<file path="src/rtl/lane_demand_sensor_pkg.sv">
// Shared definitions for the traffic-light slice: controller state codes, lamp patterns and
// default sizing of the lane demand sensor.
package lane_demand_sensor_pkg;

  // Controller state codes (A green, A yellow, B green, B yellow).
  typedef enum logic [1:0] {
    S0 = 2'd0,
    S1 = 2'd1,
    S2 = 2'd2,
    S3 = 2'd3
  } tlc_state_e;

  typedef struct packed {
    logic red;
    logic yellow;
    logic green;
  } lamp_t;

  localparam lamp_t LampRed    = '{red: 1'b1, yellow: 1'b0, green: 1'b0};
  localparam lamp_t LampYellow = '{red: 1'b0, yellow: 1'b1, green: 1'b0};
  localparam lamp_t LampGreen  = '{red: 1'b0, yellow: 1'b0, green: 1'b1};

  localparam int unsigned DefaultQw          = 4;
  localparam int unsigned DefaultDebCycles   = 4;
  localparam int unsigned DefaultDepartTicks = 8;

  function automatic lamp_t lamp_a(tlc_state_e st);
    lamp_t l;
    unique case (st)
      S0:      l = LampGreen;
      S1:      l = LampYellow;
      default: l = LampRed;
    endcase
    return l;
  endfunction

  function automatic lamp_t lamp_b(tlc_state_e st);
    lamp_t l;
    unique case (st)
      S2:      l = LampGreen;
      S3:      l = LampYellow;
      default: l = LampRed;
    endcase
    return l;
  endfunction

endpackage

</file>
<file path="src/rtl/lane_demand_sensor_lane_queue.sv">
// One lane of the demand sensor: synchronise and debounce the detector, count queued vehicles
// and drain the count one vehicle per DEPART_TICKS green cycles.
module lane_queue
  import lane_demand_sensor_pkg::*;
#(
  parameter int unsigned DEB_CYCLES   = DefaultDebCycles,
  parameter int unsigned DEPART_TICKS = DefaultDepartTicks,
  parameter int unsigned QW           = DefaultQw
) (
  input  logic          clk,
  input  logic          rst,
  input  logic          det,
  input  logic          green,
  output logic          t,
  output logic [QW-1:0] q,
  output logic          ovf
);

  localparam int unsigned CntW  = $clog2(DEB_CYCLES + 1);
  localparam int unsigned TickW = (DEPART_TICKS > 1) ? $clog2(DEPART_TICKS) : 1;

  localparam logic [CntW-1:0]  CntMax   = CntW'(DEB_CYCLES);
  localparam logic [TickW-1:0] TickLast = TickW'(DEPART_TICKS - 1);
  localparam logic [QW-1:0]    QMax     = {QW{1'b1}};

  logic             s1_q, s2_q;
  logic [CntW-1:0]  cnt_q, cnt_d;
  logic             deb, deb_q, arr;
  logic [TickW-1:0] tick_q, tick_d;
  logic             dep, dep_eff;
  logic [QW-1:0]    q_q, q_d;
  logic             ovf_q, ovf_d;
  logic             t_q, t_d;

  // Debounce: run length of synchronised-high cycles, saturating at DEB_CYCLES.
  always_comb begin
    cnt_d = '0;
    if (s2_q) begin
      cnt_d = (cnt_q == CntMax) ? cnt_q : cnt_q + CntW'(1);
    end
  end

  assign deb = (cnt_q == CntMax);
  assign arr = deb & ~deb_q;

  // Departure timer: a partial green interval is thrown away when green drops.
  always_comb begin
    tick_d = '0;
    dep    = 1'b0;
    if (green) begin
      if (tick_q == TickLast) begin
        dep = 1'b1;
      end else begin
        tick_d = tick_q + TickW'(1);
      end
    end
  end

  assign dep_eff = dep & (q_q != '0);

  always_comb begin
    q_d   = q_q;
    ovf_d = ovf_q;
    if (arr && !dep_eff) begin
      if (q_q == QMax) begin
        ovf_d = 1'b1;
      end else begin
        q_d = q_q + QW'(1);
      end
    end else if (dep_eff && !arr) begin
      q_d = q_q - QW'(1);
    end
    t_d = (q_d != '0);
  end

  always_ff @(posedge clk) begin
    if (rst) begin
      s1_q   <= 1'b0;
      s2_q   <= 1'b0;
      cnt_q  <= '0;
      deb_q  <= 1'b0;
      tick_q <= '0;
      q_q    <= '0;
      ovf_q  <= 1'b0;
      t_q    <= 1'b0;
    end else begin
      s1_q   <= det;
      s2_q   <= s1_q;
      cnt_q  <= cnt_d;
      deb_q  <= deb;
      tick_q <= tick_d;
      q_q    <= q_d;
      ovf_q  <= ovf_d;
      t_q    <= t_d;
    end
  end

  assign t   = t_q;
  assign q   = q_q;
  assign ovf = ovf_q;

endmodule

</file>
<file path="src/rtl/lane_demand_sensor.sv">
// Two-lane vehicle demand sensor feeding TA/TB to the traffic-light controller.
module lane_demand_sensor
  import lane_demand_sensor_pkg::*;
#(
  parameter int unsigned DEB_CYCLES   = DefaultDebCycles,
  parameter int unsigned DEPART_TICKS = DefaultDepartTicks,
  parameter int unsigned QW           = DefaultQw
) (
  input  logic          clk,
  input  logic          rst,
  input  logic          det_a,
  input  logic          det_b,
  input  logic          GA,
  input  logic          GB,
  output logic          TA,
  output logic          TB,
  output logic [QW-1:0] qa,
  output logic [QW-1:0] qb,
  output logic          ovf_a,
  output logic          ovf_b
);

  lane_queue #(
    .DEB_CYCLES  (DEB_CYCLES),
    .DEPART_TICKS(DEPART_TICKS),
    .QW          (QW)
  ) u_lane_a (
    .clk  (clk),
    .rst  (rst),
    .det  (det_a),
    .green(GA),
    .t    (TA),
    .q    (qa),
    .ovf  (ovf_a)
  );

  lane_queue #(
    .DEB_CYCLES  (DEB_CYCLES),
    .DEPART_TICKS(DEPART_TICKS),
    .QW          (QW)
  ) u_lane_b (
    .clk  (clk),
    .rst  (rst),
    .det  (det_b),
    .green(GB),
    .t    (TB),
    .q    (qb),
    .ovf  (ovf_b)
  );

endmodule

</file>
<file path="config.mk">
export PLATFORM = sky130hd
export DESIGN_NAME = lane_demand_sensor
export DESIGN_NICKNAME = d
export VERILOG_FILES = /design/src/rtl/lane_demand_sensor_pkg.sv /design/src/rtl/lane_demand_sensor_lane_queue.sv /design/src/rtl/lane_demand_sensor.sv
export SDC_FILE = /design/constraint.sdc
export NUM_CORES = 1
export LEC_CHECK = 0
export BUFFER_PORTS_ARGS = -buffer_cell sky130_fd_sc_hd__buf_4
export CAP_MARGIN = 10
export CORE_ASPECT_RATIO = 0.8
export CORE_MARGIN = 1
export CORE_UTILIZATION = 55
export DETAILED_ROUTE_END_ITERATION = 6
export PLACE_DENSITY = 0.76
export SLEW_MARGIN = 20
export SYNTH_ARGS = -nofsm -noshare
export SYNTH_HDL_FRONTEND = slang
export SYNTH_SLANG_ARGS = --single-unit
</file>
<file path="constraint.sdc">
create_clock -name clk -period 2.9 [get_ports clk]
set_clock_uncertainty 0.2 [all_clocks]
set_input_delay 0.58 -clock clk [delete_from_list [all_inputs] [get_ports clk]]
set_output_delay 0.58 -clock clk [all_outputs]
set_load 0.02 [all_outputs]
</file>
# --- After elaboration in Yosys (flattened, before gate mapping) ---
# Cells that the tools add are included.
op_classes:
  addsub: 8
  mul: 0
  n_mux: 10
  order_cmp: 0
  n_eq_ne: 6
  n_div: 0
  n_shift: 0
  bitwise_logic: 10
  n_reduce_logical: 18
ops:
  columns: ["operator", "n"]
  rows:
  - ["2-to-1 mux 4 bit", 6]
  - ["nonzero test 4 bit", 4]
  - ["adder 3 x 1 -> 3 bit, second input constant", 4]
  - ["equality test 3 bit, second input constant", 4]
  - ["adder 4 x 1 -> 4 bit, second input constant", 2]
  - ["equality test 4 bit, second input constant", 2]
  - ["subtractor 4 x 1 -> 4 bit, second input constant", 2]
  - ["NOT 1 bit", 6]
  - ["OR reduction 3 bit", 2]
  - ["bitwise AND 1 bit", 4]
  - ["logical AND 1 bit", 4]
  - ["logical NOT 1 bit", 4]
  - ["2-to-1 mux 1 bit", 4]
  - ["AND reduction 2 bit", 2]
  - ["OR reduction 2 bit", 2]
totals:
  ram_bits: 0
  input_bits: 6
  word_cells: 68
  register_bits: 30
  n_memories: 0
  mem_bits_ro: 0
  latch_bits: 0

# --- Longest topological paths before layout ---
logic_depth:
  word_depth: 8
  ltp_mapped: 8
  depth_no_buf: 7

# --- By module ---
# Synthesis repeated with hierarchy kept, for this count alone.
unflattened:
  hier_cells: 180
  area_unflattened_um2: 1616.6
modules_own_cells:
  columns: ["mod", "area_each_um2", "instances", "cells_per_inst"]
  rows:
  - ["lane_queue", 808.3, 2, 90]

# --- Least setup slack after synthesis ---
# No wires, ideal clock.
synth_timing:
  kind: "reg-to-reg"
  start: "register u_lane_b.q_q[0] (netlist: u_lane_b.q[0])"
  end: "register u_lane_b.t_q (netlist: u_lane_b.t)"
  setup_time_ps: 137
  slack_ps: 876
  synth_period_minus_slack_ps: 2024
  path_stages_with_launch: 8
  arrival_ps: 1687
  path_cell_list: "dfxtp_1 inv_1 ha_1 or3b_4 a211oi_2 a21oi_2 xnor2_1 a41oi_2"
synth_via:
  elab_chain_len: 6
  elab_cells_between_ends: 12
  cone_classes: "add/sub: 2; eq/ne: 1; mux: 3; bitwise: 1; reduce/logical: 5"
synth_lines:
  columns: ["element", "line_no", "source"]
  rows:
  - ["start, declared", "lane_demand_sensor_lane_queue.sv:31", "logic [QW-1:0] q_q, q_d;"]
  - ["start signal, assigned", "lane_demand_sensor_lane_queue.sv:92", "q_q <= q_d;"]
  - ["branches (longest 4 deep; another with subtractor 4 x 1 -> 4 bit)", null, null]
  - ["2-to-1 mux 4 bit (*)", "lane_demand_sensor_lane_queue.sv:64", "if (arr && !dep_eff) begin"]
  - ["nonzero test 4 bit (*)", "lane_demand_sensor_lane_queue.sv:73", "t_d = (q_d != '0);"]
  - ["end signal, assigned", "lane_demand_sensor_lane_queue.sv:94", "t_q <= t_d;"]
  - ["end, declared", "lane_demand_sensor_lane_queue.sv:33", "logic t_q, t_d;"]
# Every way passes the cells marked *.
# A chain may end at the register's enable or synchronous reset.

# --- Worst setup path in the final report ---
layout_timing:
  start: "register u_lane_a.q_q[0] (netlist: u_lane_a.q[0])"
  end: "register u_lane_a.t_q (netlist: u_lane_a.t)"
layout_via:
  elab_chain_len: 6
  elab_cells_between_ends: 12
  cone_classes: "add/sub: 2; eq/ne: 1; mux: 3; bitwise: 1; reduce/logical: 5"
layout_lines:
  columns: ["element", "line_no"]
  rows:
  - ["start, declared", "lane_demand_sensor_lane_queue.sv:31"]
  - ["start signal, assigned", "lane_demand_sensor_lane_queue.sv:92"]
  - ["branches (longest 4 deep; another with subtractor 4 x 1 -> 4 bit)", null]
  - ["2-to-1 mux 4 bit (*)", "lane_demand_sensor_lane_queue.sv:64"]
  - ["nonzero test 4 bit (*)", "lane_demand_sensor_lane_queue.sv:73"]
  - ["end signal, assigned", "lane_demand_sensor_lane_queue.sv:94"]
  - ["end, declared", "lane_demand_sensor_lane_queue.sv:33"]
# Marks and branches as above.

==> out/summary.md <==
The wire length per cell after detailed routing came out at 13.0 um. Initial detailed-routing violation count: 72. Clock latency on the worst-skew pair, taken at its later pin, is 0.34 ns. The tools report the H-tree level count as 2.

The run gives 50.0% as the part of the total power dissipated in the clock network. STA puts the critical path data arrival time at 2.12 ns. Setup violations remaining at the end of the flow were counted as 0.

The number of antenna violations at the first check in global routing is 0. Most common cell in the netlist: dfxtp_1. Summing internal, switching and leakage power gives 884 uW. Compared with the post-synthesis result, the final layout area differs by 18.3%. For this configuration, the core starts out at a cell density of 59.5%.

Global-route wire length before repair: 4900 um. The floorplan step defined a core boundary enclosing 2500 um^2. After detailed routing, the number of remaining DRC violations is 0.

After Yosys synthesis, and, or, nand and nor cells account for 28.2% of the synthesized area. The floorplan die area was 2920 um^2. Setup repair after global routing left no endpoint under its margin. In the synthesized netlist the dominant register cell turns out to be dfxtp_1.

The number of synthesized flops with an enable pin was 0; the maximum clock frequency was 473 MHz. The run gives 0 as the total count of hold-check failures in the final report. The setup check on the worst reg-to-reg path leaves a slack of 0.79 ns.

The largest family of logic cells by synthesized area was simple AND/OR/NAND/NOR gates. Port buffering added 17 buffers. Final-layout setup total negative slack: 0 ns.

The synthesized netlist cell count is 165, and the number of global-route vias before repair is 1,192. In this run the remaining antenna-violating nets after routing total 0. The clock-pin transition on the worst setup and hold timing paths came out at 0.09 ns.

The flow ran to the end, and the final reports show no timing, DRC or antenna violations. With fillers left out, the area of the finished cells amounts to 1760 um^2. In this run the worst path has a maximum fanout of 7. The critical path buffer and inverter count was 1; the warning count from the yosys run was 0. The worst setup path is captured at a register. The kind of cell adding the most delay to the critical path is simple AND/OR/NAND/NOR gates.

The logs give 16 for the number of core rows and 5.88% for the met3 layer usage reported by global route. The routed design has 2890 um of wire. The number of cell instances on the worst register-to-register path is 7.

Sorting the synthesized cells by area gives the leading types as dfxtp_1 40%, ha_1 10%, nor2_1 4.8%, nand2_1 2.8%, nand3_1 2.7%. The post-detailed-placement cell area was 1650 um^2; the die height was 48.5 um. The mux cell area share after synthesis came out at 0.673%. Cell at the root of the clock tree: clkbuf_4.

The synthesized netlist devotes 10.1% of its cell area to adder and majority cells. The logs give 194 for the number of fill cells and 4 for the number of detailed-routing iterations run before antenna repair. The number of instances on the worst hold path works out to 1. The number of buffers inserted by hold repair at cts came out at 0. The biggest cell delay along the critical path came out at 0.41 ns. The worst setup path is of the reg2reg kind. The smallest clock period supported by the final layout is computed as 2.11 ns.

TritonCTS built the clock tree. The register bit total from synthesis is 30. After detailed placement, the design holds a cell count of 215. The final number of max-transition violations is 0, and the slew at the pin with the worst max-slew slack is 0.435 ns. For this run, asynchronously set or reset flops after synthesis account for 0%. The class of the worst hold path was reg2reg. The critical path starts at u_lane_a.q[0]. The hold slack is 0.226 ns. The net count after synthesis is 183.

The run gives 204 as the number of nets in the finished design. Critical register-to-register path startpoint: u_lane_a.q[0]. Power spread over the standard cell area amounts to 502 nW/um^2. The logs give 601 um^2 for the register area and 23 for the largest net degree at the start of global routing. On the critical path, the stage with the largest delay is an instance of or4_1. For met2 alone, demand over resource in global routing was 37.0%. The global-route usage over all layers came out at 22.8%. Yosys mapped the design onto 44 distinct sky130hd cell types. The number of vias per cell came out at 5.55.

The die is 60.1 um wide. The commonest cells after synthesis are 30 x dfxtp_1, 19 x nor2_1, 12 x ha_1. After global routing the overflow that remains totals 0. The analysis attributes to net switching a power of 163 uW.

The logs give 223 for the count of non-filler cells in the finished layout and 27.6% for the global routing met1 resource utilization. The worst register-to-register path ends at u_lane_a.t. Cells with a size suffix above 1 make up 19.3% of the layout. Average instance area after synthesis: 9.02 um^2. The worst setup slack before clock tree synthesis was 0.821 ns; the max capacitance violation total was 0. The synthesized design spends more area on one cell type than any other, namely dfxtp_1.

Weighted congestion at the end of routability-driven global placement: 0.912. Cells fill 70.4% of the core in the end. The tools report the sum of net half-perimeters after detailed placement as 2120 um.

The global routing stage identified its most utilized layer as met2. The tools report the number of sinks handled by clock tree synthesis as 30. The total vias in the final route came out at 1,238. Internal power comes to 721 uW.

The count of inserted antenna diode cells is 0, and the total clock buffers created by CTS is 5. The tools report the maximum clock path buffer count as 2. The critical path goes through inv_1 > ha_1 > nor3b_4 > o21ai_0 > or4_1 > o211ai_1 > a31oi_1. 18 I/O pins were placed. Share of the synthesized netlist area taken by xor and xnor gates: 2.35%. For this run, the register share of the synthesized area comes to 40.4%. The setup slack of the critical path after layout came out at 0.788 ns. For the worst setup path, the data required time is 2.91 ns. For the post-cts repair resize count, the log shows 0. The ratio of final minimum period to clock period was 72.8%. Fraction of the mapped netlist area in compound gates: 15.1%. The logs give 0.693 nW for the static power due to leakage and 0.382 mV for the maximum vdd drop. Of the total power, the share spent switching nets is 18.5%.

In this run the most critical hold path is launched from u_lane_a.tick_q[0]. Of the post-synthesis cell area, the dominant cell type holds 40.4%. The part of the power in registers was 47.6%.

The element type at the critical path start is a register. The sink of the worst hold path is u_lane_a.tick_q[0]. The post-CTS setup repair buffer count came out at 0. Summing every instance area after synthesis gives 1490 um^2.

In the final layout, the multi-input gates occupy 838 um^2. The tools report the fraction of power consumed by combinational cells as 2.4%. The run gives 70.7% as the headroom to the max-slew limit.
==> cells by family (layout without fill, tap and decap cells) <==
kind of cell    after synthesis  in the layout
simple gates                 76             76
flops                        30             30
compound gates               29             29
buf+inv                      13             35
fa+ha+maj                    12             12
xor+xnor                      4              4
mux                           1              1
==> worst max-delay path by stage <==
stage,slack [ns],cells after the start,endpoint
after floorplan,0.88,7,u_lane_b.t
after global placement,0.87,7,u_lane_b.t
after detailed placement,0.82,7,u_lane_b.t
after CTS,0.79,7,u_lane_a.t
after global routing,0.55,7,u_lane_a.t
final,0.79,7,u_lane_a.t
==> power groups by stage <==
stage | combinational (mW) | sequential, mW | clock (mW)
after floorplan | 0.0132 | 0.429 | 0
after global placement | 0.0209 | 0.430 | 0
after detailed placement | 0.0221 | 0.430 | 0
after CTS | 0.0222 | 0.420 | 0.447
after global routing | 0.0251 | 0.421 | 0.469
final | 0.0215 | 0.420 | 0.442
==> sequential cells by signal (all words and copies together), names as in the netlist, 3 cells and up <==
signal	count
u_lane_a.q	4
u_lane_b.q	4
u_lane_a.cnt_q	3
u_lane_a.tick_q	3
u_lane_b.cnt_q	3
u_lane_b.tick_q	3
==> layout by cell type, fill, tap and decap left out, types with 2 or more instances in the layout <==
cell type,count
clkbuf_4,5
nor2b_1,6
and2_1,6
ha_1,12
or3_1,2
nor3_1,7
xnor2_1,4
inv_1,10
a21oi_1,3
nand2b_1,2
and3b_1,2
nand3_1,8
nand2_1,11
a31oi_1,3
nor3b_1,2
nor4_1,2
nor2_1,19
nand3b_1,2
dfxtp_1,30
a22oi_1,2
o21ai_0,6
bufinv_16,2
buf_4,17
==> cell type report <==
class	count	share of cell area (%)
Clock buffer	6	2.91
Clock inverter	2	3.41
Inverter	10	2.13
Multi-Input combinational cell	122	47.6
Sequential cell	30	34.1
Tap cell	36	2.56
Timing Repair Buffer	17	7.25
==> metal layers <==
metal	share of wire (%)	vias up
li1	-	624
met1	45	572
met4	1.6	0
met2	47	36
met5	0	-
met3	5.9	6
==> worst reg2reg max path, stage by stage (launching register included) <==
cell,delay (ns)
dfxtp_1,0.39
inv_1,0.13
ha_1,0.21
nor3b_4,0.28
o21ai_0,0.16
or4_1,0.41
o211ai_1,0.11
a31oi_1,0.09
No activity file was read; power rests on OpenSTA's default activity.
